## src/rtl/adder.sv

```systemverilog
// adder: WIDTH-bit parallel-prefix (Kogge-Stone) adder with a combinational
// zero-latency sum/carry-out and a registered copy for pipelined consumers.
module adder #(
  parameter int unsigned WIDTH = 32
) (
  input  logic             clk,
  input  logic             rst,
  input  logic [WIDTH-1:0] a,
  input  logic [WIDTH-1:0] b,
  output logic [WIDTH-1:0] sum,
  output logic             cout,
  output logic [WIDTH-1:0] sum_q,
  output logic             cout_q
);

  // Number of prefix-combining levels needed to span every bit position.
  localparam int unsigned LEVELS = $clog2(WIDTH);

  logic [WIDTH-1:0] gen;
  logic [WIDTH-1:0] prop;
  logic [WIDTH-1:0] grp_g;
  logic [WIDTH-1:0] grp_p;
  logic [WIDTH-1:0] carry;
  logic [WIDTH-1:0] sum_d;
  logic             cout_d;

  // Per-bit generate and propagate terms.
  always_comb begin
    gen  = a & b;
    prop = a ^ b;
  end

  // Kogge-Stone prefix tree: level k merges each (G,P) group with the group
  // 2^k bits below it; zeros shifted in at the bottom mark groups that already
  // reach bit 0, so after LEVELS levels grp_g[i] is the carry out of bit i.
  always_comb begin
    grp_g = gen;
    grp_p = prop;
    for (int unsigned lvl = 0; lvl < LEVELS; lvl++) begin
      grp_g = grp_g | (grp_p & (grp_g << (1 << lvl)));
      grp_p = grp_p & (grp_p << (1 << lvl));
    end
  end

  // Carry into bit i is the group generate of bits [i-1:0]; no carry-in at bit 0.
  always_comb begin
    carry = {grp_g[WIDTH-2:0], 1'b0};
    sum   = prop ^ carry;
    cout  = grp_g[WIDTH-1];
  end

  // Next values for the registered copy.
  always_comb begin
    sum_d  = sum;
    cout_d = cout;
  end

  // Registered copy with synchronous active-high clear.
  always_ff @(posedge clk) begin
    if (rst) begin
      sum_q  <= '0;
      cout_q <= 1'b0;
    end else begin
      sum_q  <= sum_d;
      cout_q <= cout_d;
    end
  end

endmodule

```

## config.mk

```make
export PLATFORM = sky130hd
export DESIGN_NAME = adder
export DESIGN_NICKNAME = d
export VERILOG_FILES = /design/src/rtl/adder.sv
export SDC_FILE = /design/constraint.sdc
export NUM_CORES = 1
export LEC_CHECK = 0
export ABC_AREA = 0
export BUFFER_PORTS_ARGS = -buffer_cell sky130_fd_sc_hd__clkbuf_2
export CAP_MARGIN = 30
export CELL_PAD_IN_SITES_DETAIL_PLACEMENT = 0
export CELL_PAD_IN_SITES_GLOBAL_PLACEMENT = 1
export CORE_UTILIZATION = 36
export DETAILED_ROUTE_END_ITERATION = 8
export GPL_ROUTABILITY_DRIVEN = 0
export HOLD_SLACK_MARGIN = 0.12
export PLACE_DENSITY = 0.83
export SKIP_CTS_REPAIR_TIMING = 1
export SYNTH_ARGS = -nofsm -noshare
export SYNTH_HDL_FRONTEND = slang
export SYNTH_SLANG_ARGS = --single-unit
```

## constraint.sdc

```tcl
create_clock -name clk -period 4.7 [get_ports clk]
set_clock_uncertainty 0.1 [all_clocks]
set_input_delay 0.235 -clock clk [delete_from_list [all_inputs] [get_ports clk]]
set_output_delay 0.235 -clock clk [all_outputs]
set_load 0.02 [all_outputs]
```

# Word-level counts from Yosys, hierarchy flattened
# Cells that the tools add are included.
dict set report op_classes {
  bitwise 17
}
# op n
set op_table {}
lappend op_table {{32-bit bitwise AND} 10}
lappend op_table {{32-bit bitwise OR} 5}
lappend op_table {{32-bit bitwise XOR} 2}
dict set report word_totals {
  output_inout_bits 66
  in_bits 66
  ff_bits 33
}

# Logic depth before layout (Yosys ltp)
# Gate-level depths: netlist of run 1.
dict set report depth {
  ltp_word 12
  depth_mapped 9
}

# Worst setup path before layout of run 1
# No wires, ideal clock.
dict set report synth_timing {
  path_type {input -> output}
  from {in a[0]}
  to {out sum[28]}
  path_slack_ns 2.047
  t_required_ns 4.365
  path_buffers 0
  arrival_ns 2.318
  cell_stages 9
  path_cell_list {ha_1 -> fa_1 -> a211oi_1 -> o211ai_1 -> a31oi_1 -> o211ai_2 -> o22ai_2 -> o21ba_2 -> xnor2_1}
}
dict set report synth_between {
  elab_chain_len 11
}
# item line_no
set synth_rtl {}
lappend synth_rtl {{start, declared} 8} ;# input logic [WIDTH-1:0] a,
lappend synth_rtl {{32-bit bitwise AND} 29} ;# gen = a & b;
lappend synth_rtl {{32-bit bitwise AND} 40} ;# grp_g = grp_g | (grp_p & (grp_g << (1 << lvl)));
lappend synth_rtl {{32-bit bitwise OR} 40}
lappend synth_rtl {{32-bit bitwise AND} 40}
lappend synth_rtl {{32-bit bitwise OR} 40}
lappend synth_rtl {{32-bit bitwise OR (*)} 40}
lappend synth_rtl {{32-bit bitwise AND (*)} 40}
lappend synth_rtl {{32-bit bitwise OR (*)} 40}
lappend synth_rtl {{32-bit bitwise AND (*)} 40}
lappend synth_rtl {{32-bit bitwise OR (*)} 40}
lappend synth_rtl {{32-bit bitwise XOR (*)} 48} ;# sum = prop ^ carry;
lappend synth_rtl {{end, declared} 10} ;# output logic [WIDTH-1:0] sum,
# Mark *: on every way between the ends. The rest lies on a longest branch, timed or not.

# Worst setup path in the final report of run 1
# Same ends and word-level chain as after synthesis.

==> flow_metrics.py, run 1 <==
metrics = {
    "drt": {
        "drt-pass1-iter-count": 4,
        "drc": 0,
        "drt_iter0_markers": 69,
        "wl_per_cell_um": 13.9,
        "drtAntennaViolNets": 0,
        "viasPerCell": 5.06,
        "vias": 2789,
        "drt-total-wl_mm": 7.66,
    },
    "power_and_ir_drop": {
        "p_per_area_nw_per_um2": 334,
        "p_leak_nw": 1.73,
        "ir_drop_uv": 110,
    },
    "timing": {
        "worstMarginPinSlew_ns": 0.824,
        "setup_ws_ns": 1.58,
        "post-route-min-period_ns": 3.12,
        "relSlewSlack": 0.451,
        "rsz0062_at_grt": "false",
        "slew_viol_final": 0,
        "fmax_mhz": 321,
        "period_share": 0.664,
        "finalHoldViolations": 0,
        "timing.setup.tns_ns": 0,
        "setup_viol": 0,
    },
    "synth": {
        "synth-edff-count": 0,
        "synth_area_leaders": "dfxtp_1, ha_1, nor2b_1",
        "netlist.area_leader.share": 0.240,
        "synth_warnings": 0,
        "avgSynthCellArea_um2": 8.38,
        "synthFlopType": "dfxtp_1",
        "synth_cells": 328,
        "syn-cell-area_um2": 2750,
        "seq_area_frac_synth": 0.240,
        "syn_nets": 427,
        "synth.largest_area_cell": "dfxtp_1",
        "synthArstFlopShare": 0,
        "ys_types": 50,
        "synth-seq-cells": 33,
    },
    "cts": {
        "cts_buffers": 5,
        "cts_max_level": 2,
        "path_clk_slew_ns": 0.07,
        "cts_tree": "yes",
        "max-clock-path-buffers": 2,
        "clock-root-buffer": "clkbuf_8",
        "cts_sinks": 33,
    },
    "critical_path": {
        "slowest_stage": "fa_1",
        "path_depth": 11,
        "end_kind": "output pin",
        "critical_path.endpoint": "sum[28]",
        "cp_max_fo": 3,
        "required_ns": 4.37,
        "critPathMaxStageDelay_ns": 0.42,
        "critPathLaunchType": "primary input",
        "critical-path-top-cell-by-count": "clkbuf_2",
        "setup.worst_path.class": "in2out",
        "cp_top_family": "compound AO/OA/AOI/OAI gates",
        "path_cells": "clkbuf_2 > ha_1 > fa_1 > a211oi_1 > o211ai_1 > a31oi_1 > o211ai_2 > o22ai_2 > o21ba_2 > xnor2_1 > clkbuf_2",
        "startpoint": "a[0]",
        "crit_arrival_ns": 2.78,
        "path_buf_inv": 2,
    },
    "global_routing": {
        "met3_usage": 0.0342,
        "grt_pass1_wl_mm": 11.5,
        "busiest_layer": "met2",
        "antenna_found_initial": 0,
        "met1_usage": 0.250,
        "overflow": 0,
        "grt_pass1_vias": 2430,
        "track_usage": 0.187,
        "met2_usage": 0.310,
        "grt_max_degree": 39,
    },
    "place": {
        "dpl.hpwl_mm": 6.35,
        "io_buffer_count": 131,
        "post-place-ws_ns": 1.58,
    },
    "floorplan": {
        "core_area_um2": 7330,
        "ioPinCount": 132,
        "rows": 31,
        "die_y_um": 89.4,
        "die-area_um2": 7990,
        "die_w_um": 89.4,
        "initial_core_util": 0.375,
    },
    "final_layout": {
        "register_area_um2": 661,
        "drive_above_1_share": 0.345,
        "multiInputGateArea_um2": 2010,
        "mostFrequentLayoutCells": "clkbuf_2, dfxtp_1, nor2b_1, ha_1, a21oi_1",
        "nFillCells": 742,
        "final_common_cell": "clkbuf_2",
        "nets": 550,
        "area_growth_pct": 30.4,
        "antennaDiodeCount": 0,
    },
    "flow_run": {
        "cap_violations": 0,
    },
    "run_status": {
        "outcome": "finished clean",
    },
    "worst_hold_path": {
        "hold_path.class": "in2reg",
        "whs_path_depth": 3,
    },
}
-- synth_stat cells (3+ instances only) --
master / n
xor2_1: 13
nor3_1: 3
nand2_1: 21
ha_1: 32
a31oi_2: 3
a31oi_1: 6
o21a_1: 3
nand4_1: 5
clkbuf_1: 11
a21oi_1: 31
nor2b_1: 32
o21ai_0: 17
nand3_1: 6
mux2_1: 3
o21ai_1: 4
a21o_1: 10
o21bai_1: 3
a211oi_1: 6
nor2_1: 20
o211ai_1: 5
inv_1: 4
nand2b_1: 4
dfxtp_1: 33
xnor2_1: 17
buf_2: 4
and3_1: 5
-- worst min-delay path by stage --
stage,endpoint,slack (ns),startpoint
after CTS,sum_q[0],0.20,b[0]
after floorplan,sum_q[12],0.45,rst
after global routing,sum_q[0],0.23,b[0]
after global placement,sum_q[0],0.49,b[0]
final,sum_q[0],0.21,b[0]
after detailed placement,sum_q[0],0.50,b[0]
-- sequential cells by signal, indices dropped and copies added, names as in the netlist --
register / cells
cout_q: 1
sum_q: 32
-- area by class of cell --
class                      count  area share
multi-input combinational    276       0.561
timing repair buffer         131       0.183
sequential                    33       0.184
clock buffer                   7      0.0241
clock inverter                 1     0.00838
tap                           99      0.0346
inverter                       4     0.00419
-- power by group --
group	internal [W]	switching [W]	leakage [nW]
registers	0.000318	0.0000111	0.275
logic	0.000221	0.000366	1.40
clock network	0.000173	0.000108	0.0585
total	0.000713	0.000486	1.73
-- per-stage QoR --
stage | instance area (um2) | utilization | hold WS, ns | std cells | total power (W)
final | 3580 | 0.489 | 0.205 | 551 | 0.00120
after CTS | 3580 | 0.489 | 0.197 | 551 | 0.00121
after global placement | 3470 | 0.473 | 0.492 | 543 | 0.000922
after global routing | 3580 | 0.489 | 0.228 | 551 | 0.00127
after detailed placement | 3470 | 0.473 | 0.498 | 543 | 0.000924
after floorplan | 2750 | - | 0.452 | 328 | 0.000735
-- routing by layer --
layer | routed length [um] | vias up
met5 | 0 | -
met1 | 3580 | 1262
met3 | 450 | 5
met2 | 3570 | 93
li1 | - | 1429
met4 | 57 | 0
-- cell families (layout without fill, tap and decap cells) --
family,after synthesis,count (layout),synth area share
buffers and inverters,19,143,0.0278
AOI/OAI and AO/OA,107,107,0.273
muxes,5,5,0.0218
adders and majority gates,33,33,0.153
xor gates and xnor gates,30,30,0.0956
and+or+nand+nor,101,101,0.189
DFF,33,33,0.240
Note: power is estimated with default switching activity, not from simulation.
==> run 2, diff against run 1 <==
- ABC_AREA: 0 -> 1
- CORE_UTILIZATION: 36 -> 32
- PLACE_DENSITY: 0.83 -> 0.77
- clock period: 4.7 -> 3 ns (I/O delays scaled with it)
==> flow_metrics.py, run 2 <==
metrics = {
    "run_status": {
        "outcome": "finished clean",
    },
    "global_routing": {
        "busiest_layer": "met2",
        "met3_usage": 0.0131,
        "met1_usage": 0.265,
        "met2_usage": 0.288,
        "grt_pass1_wl_mm": 16.1,
        "grt_pass1_vias": 3495,
        "antenna_found_initial": 0,
        "overflow": 0,
        "grt_max_degree": 34,
        "track_usage": 0.183,
    },
    "final_layout": {
        "final_common_cell": "nand2_1",
        "nFillCells": 1189,
        "largestRegisters": "sum_q: 32 flops, cout_q: 1 flops",
        "area_growth_pct": 27.1,
        "final_area_um2": 4300,
        "multiInputGateArea_um2": 2180,
        "top_register": "sum_q",
        "largest_reg_flops": 32,
        "drive_above_1_share": 0.217,
        "register_area_um2": 661,
        "antennaDiodeCount": 0,
        "mostFrequentLayoutCells": "nand2_1, inv_1, clkbuf_2",
        "nets": 841,
    },
    "floorplan": {
        "core_area_um2": 10300,
        "die-area_um2": 11000,
        "initial_core_util": 0.329,
        "die_w_um": 105,
        "die_y_um": 105,
        "rows": 37,
        "ioPinCount": 132,
    },
    "synth": {
        "synth-edff-count": 0,
        "seq_area_frac_synth": 0.195,
        "synth_cells": 607,
        "ys_types": 27,
        "synthFlopType": "dfxtp_1",
        "avgSynthCellArea_um2": 5.58,
        "muxShareOfSynthArea": 0,
        "synth-seq-cells": 33,
        "netlist.area_leader.share": 0.265,
        "synth-compound-area-share": 0.0392,
        "synth_top_family_by_area": "simple AND/OR/NAND/NOR gates",
        "synth-xor-area-share": 0.0451,
        "yosys.area_share.simple": 0.435,
        "synth.largest_area_cell": "nand2_1",
        "syn_nets": 706,
        "syn-cell-area_um2": 3380,
        "yosysMostFrequentCell": "nand2_1",
        "ys_top_cells_by_count": "nand2_1, inv_1, nor2_1",
        "yosys.area_share.adder": 0.124,
        "synth_area_leaders": "nand2_1, dfxtp_1, inv_1",
        "synthArstFlopShare": 0,
        "synth_warnings": 0,
    },
    "critical_path": {
        "crit_arrival_ns": 1.94,
        "critPathMaxStageDelay_ns": 0.42,
        "end_kind": "output pin",
        "critical-path-top-cell-by-count": "nand2_1",
        "cp_max_fo": 3,
        "slowest_stage": "fa_1",
        "setup.worst_path.class": "in2out",
        "path_cells": "clkbuf_2 > ha_1 > fa_1 > nand2_1 > nand3_1 > nand2_1 > nand2_2 > nand2_1 > nand2_1 > nand2_1 > nand2_1 > inv_1 > clkbuf_2",
        "required_ns": 2.75,
        "critPathLaunchType": "primary input",
    },
    "drt": {
        "drc": 0,
        "viasPerCell": 4.28,
        "drt-pass1-iter-count": 4,
        "drt_iter0_markers": 122,
        "drt-total-wl_mm": 9.73,
        "wl_per_cell_um": 11.1,
        "drtAntennaViolNets": 0,
        "vias": 3758,
    },
    "power_and_ir_drop": {
        "p_switching_w": 0.000803,
        "p_int_w": 0.00102,
        "pwr-share-comb": 0.522,
        "ir_drop_uv": 205,
        "p_leak_nw": 2.80,
        "pwr-share-seq": 0.279,
        "p_per_area_nw_per_um2": 424,
        "sw_frac_of_total": 0.440,
        "p_clk_frac": 0.200,
    },
    "timing": {
        "period_share": 0.731,
        "setup_viol": 0,
        "fmax_mhz": 456,
        "worstMarginPinSlew_ns": 0.662,
        "slew_viol_final": 0,
        "rsz0062_at_grt": "false",
        "setup_ws_ns": 0.807,
        "relSlewSlack": 0.559,
        "timing.setup.tns_ns": 0,
        "post-route-min-period_ns": 2.19,
        "finalHoldViolations": 0,
    },
    "place": {
        "io_buffer_count": 131,
        "placed_area_um2": 4200,
        "dpl.hpwl_mm": 8.69,
        "post-place-ws_ns": 0.844,
    },
    "cts": {
        "cts_sinks": 33,
        "cts_buffers": 5,
        "clock-root-buffer": "clkbuf_8",
        "max-clock-path-buffers": 2,
        "cts_max_level": 2,
        "path_clk_slew_ns": 0.06,
        "cts_tree": "yes",
    },
    "worst_hold_path": {
        "hold_path.class": "in2reg",
        "whs_endpoint": "sum_q[0]",
        "min_from": "b[0]",
        "whs_path_depth": 4,
    },
    "flow_run": {
        "cap_violations": 0,
    },
}
## run 2: cell count changes after synthesis, sizes merged, moves of 10 or more
cell	change
a21oi	-11
nand2	+228
inv	+138
nor2b	-30
nor2	+46
o21ai	-21
nand3	+10
## run 2: layout make-up
cell class              instances  share of cell area
repair buffers                131               0.152
clock inverters                 1             0.00116
inverters                     142               0.124
clock buffers                   7              0.0224
multi-input cells             429               0.507
well taps                     136              0.0396
flip-flops and latches         33               0.154
## run 2: layer usage
layer  vias to the layer above  wire length [um]
li1                       2047                 -
met1                      1598              5010
met2                       109              4060
met3                         4               570
met4                         0                87
met5                         -                 0
## run 2: worst max-delay path: cells and delay by family
| family | cells | cell delay, ns |
|---|---|---|
| buf+inv | 3 | 0.31 |
| fa+ha+maj | 2 | 0.65 |
| simple gates | 8 | 0.82 |
## run 2: stage by stage
step,instances,hold WS (ns),utilization,total power [W]
2_1_floorplan,607,0.122,-,0.00116
3_3_place_gp,871,0.396,0.409,0.00147
3_5_place_dp,871,0.406,0.409,0.00148
4_1_cts,879,0.107,0.418,0.00185
5_1_grt,879,0.132,0.418,0.00198
6_report,879,0.111,0.418,0.00182
## run 2: worst max-delay path by stage
stage	start	end
2_1_floorplan	a[0]	sum_q[16]
3_3_place_gp	a[0]	sum[28]
3_5_place_dp	a[0]	sum[22]
4_1_cts	a[0]	sum[22]
5_1_grt	a[0]	sum[28]
6_report	a[0]	sum[22]
## run 2: kinds of logic (layout without fill, tap and decap cells)
| family | Yosys count | count (layout) |
|---|---|---|
| DFF | 33 | 33 |
| buffers and inverters | 145 | 281 |
| and+or+nand+nor | 357 | 357 |
| xor gates and xnor gates | 14 | 14 |
| adders and majority gates | 33 | 33 |
| AOI/OAI and AO/OA | 25 | 25 |
## run 2: power groups by stage
stage	combinational (W)	clock [W]	sequential [W]
4_1_cts	0.000959	0.000378	0.000509
3_3_place_gp	0.000953	0	0.000517
3_5_place_dp	0.000957	0	0.000519
6_report	0.000952	0.000364	0.000508
5_1_grt	0.00106	0.000400	0.000513
2_1_floorplan	0.000568	0	0.000591
==> run 3, diff against run 2 <==
- CORE_UTILIZATION: 32 -> 29
- PLACE_DENSITY: 0.77 -> 0.73
- clock period: 3 -> 2 ns (I/O delays scaled with it)
==> flow_metrics.py, run 3 (synthesis gave the netlist of run 2 again) <==
metrics = {
    "global_routing": {
        "grt_pass1_vias": 3425,
        "grt_max_degree": 34,
        "overflow": 0,
        "track_usage": 0.168,
        "antenna_found_initial": 0,
        "grt_pass1_wl_mm": 15.8,
    },
    "timing": {
        "period_share": 0.942,
        "setup_viol": 0,
        "worstMarginPinSlew_ns": 0.614,
        "relSlewSlack": 0.591,
        "slew_viol_final": 0,
        "post-route-min-period_ns": 1.88,
        "finalHoldViolations": 0,
        "holdWs_ns": 0.189,
        "fmax_mhz": 531,
        "timing.setup.tns_ns": 0,
    },
    "final_layout": {
        "final_common_cell": "nand2_1",
        "mostFrequentLayoutCells": "nand2_1, inv_1, clkbuf_2",
        "postLayoutCoreUtil": 0.414,
        "multiInputGateArea_um2": 2400,
        "area_growth_pct": 39.6,
        "drive_above_1_share": 0.301,
        "instances_no_fill": 901,
        "nFillCells": 1309,
        "largestRegisters": "sum_q: 32 flops, cout_q: 1 flops",
        "top_register": "sum_q",
        "nets": 856,
        "largest_reg_flops": 32,
        "antennaDiodeCount": 0,
        "register_area_um2": 661,
    },
    "flow_run": {
        "cap_violations": 0,
    },
    "cts": {
        "max-clock-path-buffers": 2,
        "clock-root-buffer": "clkbuf_16",
        "cts_tree": "yes",
        "path_clk_slew_ns": 0.05,
        "cts_buffers": 5,
        "cts_max_level": 2,
        "cts_sinks": 33,
    },
    "critical_path": {
        "required_ns": 1.80,
        "end_kind": "output pin",
        "cp_max_fo": 3,
        "setup.worst_path.class": "in2out",
        "startpoint": "a[0]",
        "crit_arrival_ns": 1.68,
        "critPathLaunchType": "primary input",
    },
    "place": {
        "io_buffer_count": 131,
        "dp_cells": 892,
        "dpl.hpwl_mm": 8.92,
    },
    "floorplan": {
        "rows": 39,
        "die_y_um": 110,
        "die_w_um": 110,
        "die-area_um2": 12100,
        "ioPinCount": 132,
        "initial_core_util": 0.296,
        "core_area_um2": 11400,
    },
    "drt": {
        "drt_iter0_markers": 121,
        "drt-total-wl_mm": 10.1,
        "drtAntennaViolNets": 0,
        "drt-pass1-iter-count": 4,
        "wl_per_cell_um": 11.2,
        "vias": 3745,
        "viasPerCell": 4.16,
        "drc": 0,
    },
    "power_and_ir_drop": {
        "p_leak_nw": 2.91,
        "p_per_area_nw_per_um2": 676,
        "totalPowerFinal_w": 0.00319,
        "ir_drop_uv": 827,
    },
    "worst_hold_path": {
        "min_from": "b[12]",
        "hold_path.class": "in2reg",
    },
    "run_status": {
        "outcome": "finished clean",
    },
}
## run 3: cell count changes in the layout (fill, tap and decap cells not counted), sizes merged
cell / before / now
clkinv: 1 / 0
dlygate4sd3: 0 / 1
clkbuf: 138 / 136
buf: 0 / 16
bufinv: 0 / 1
## run 3: worst paths after layout
path / end / slack, ns / depth (start not counted)
worst max-delay path: sum[24] / 0.12 / 15
worst min-delay path: sum_q[12] / 0.19 / 4
## run 3: final cells by class
type | instances | share of cell area
Clock inverter | 1 | 0.00635
Timing Repair Buffer | 146 | 0.165
Multi-Input combinational cell | 429 | 0.508
Inverter | 142 | 0.113
Clock buffer | 7 | 0.0302
Tap cell | 143 | 0.0379
Sequential cell | 33 | 0.140
## run 3: where the power goes
group          leakage (nW)  total (W)  internal [W]  switching (W)
Combinational          2.55    0.00155      0.000560       0.000993
Clock                0.0841   0.000872      0.000621       0.000252
Sequential            0.275   0.000766      0.000744      0.0000223
## run 3: metal layers
layer | vias up | GRT usage | part of all wire
li1 | 2080 | - | -
met1 | 1564 | 0.244 | 0.52
met2 | 94 | 0.265 | 0.43
met3 | 7 | 0.0112 | 0.046
met4 | 0 | 0.0467 | 0.0090
met5 | - | 0 | 0
## run 3: critical path: stages
cell and delay (ns):
clkbuf_2 0.11, ha_4 0.17, fa_2 0.38, nand2_2 0.07, inv_2 0.03, nand2_1 0.06, nand2_2 0.06, nand2_1 0.07
nand2_2 0.07, nand3_1 0.09, nand3_1 0.08, nand2_1 0.06, nand2_1 0.09, inv_1 0.06, clkbuf_2 0.16
## run 3: per-stage QoR
| step | instance area [um2] | worst slack, ns |
|---|---|---|
| final | 4730 | 0.117 |
| after global placement | 4310 | -0.0115 |
| after detailed placement | 4310 | -0.0307 |
| after CTS | 4490 | -0.0374 |
| after global routing | 4730 | -0.0140 |
| after floorplan | 3380 | 0.212 |
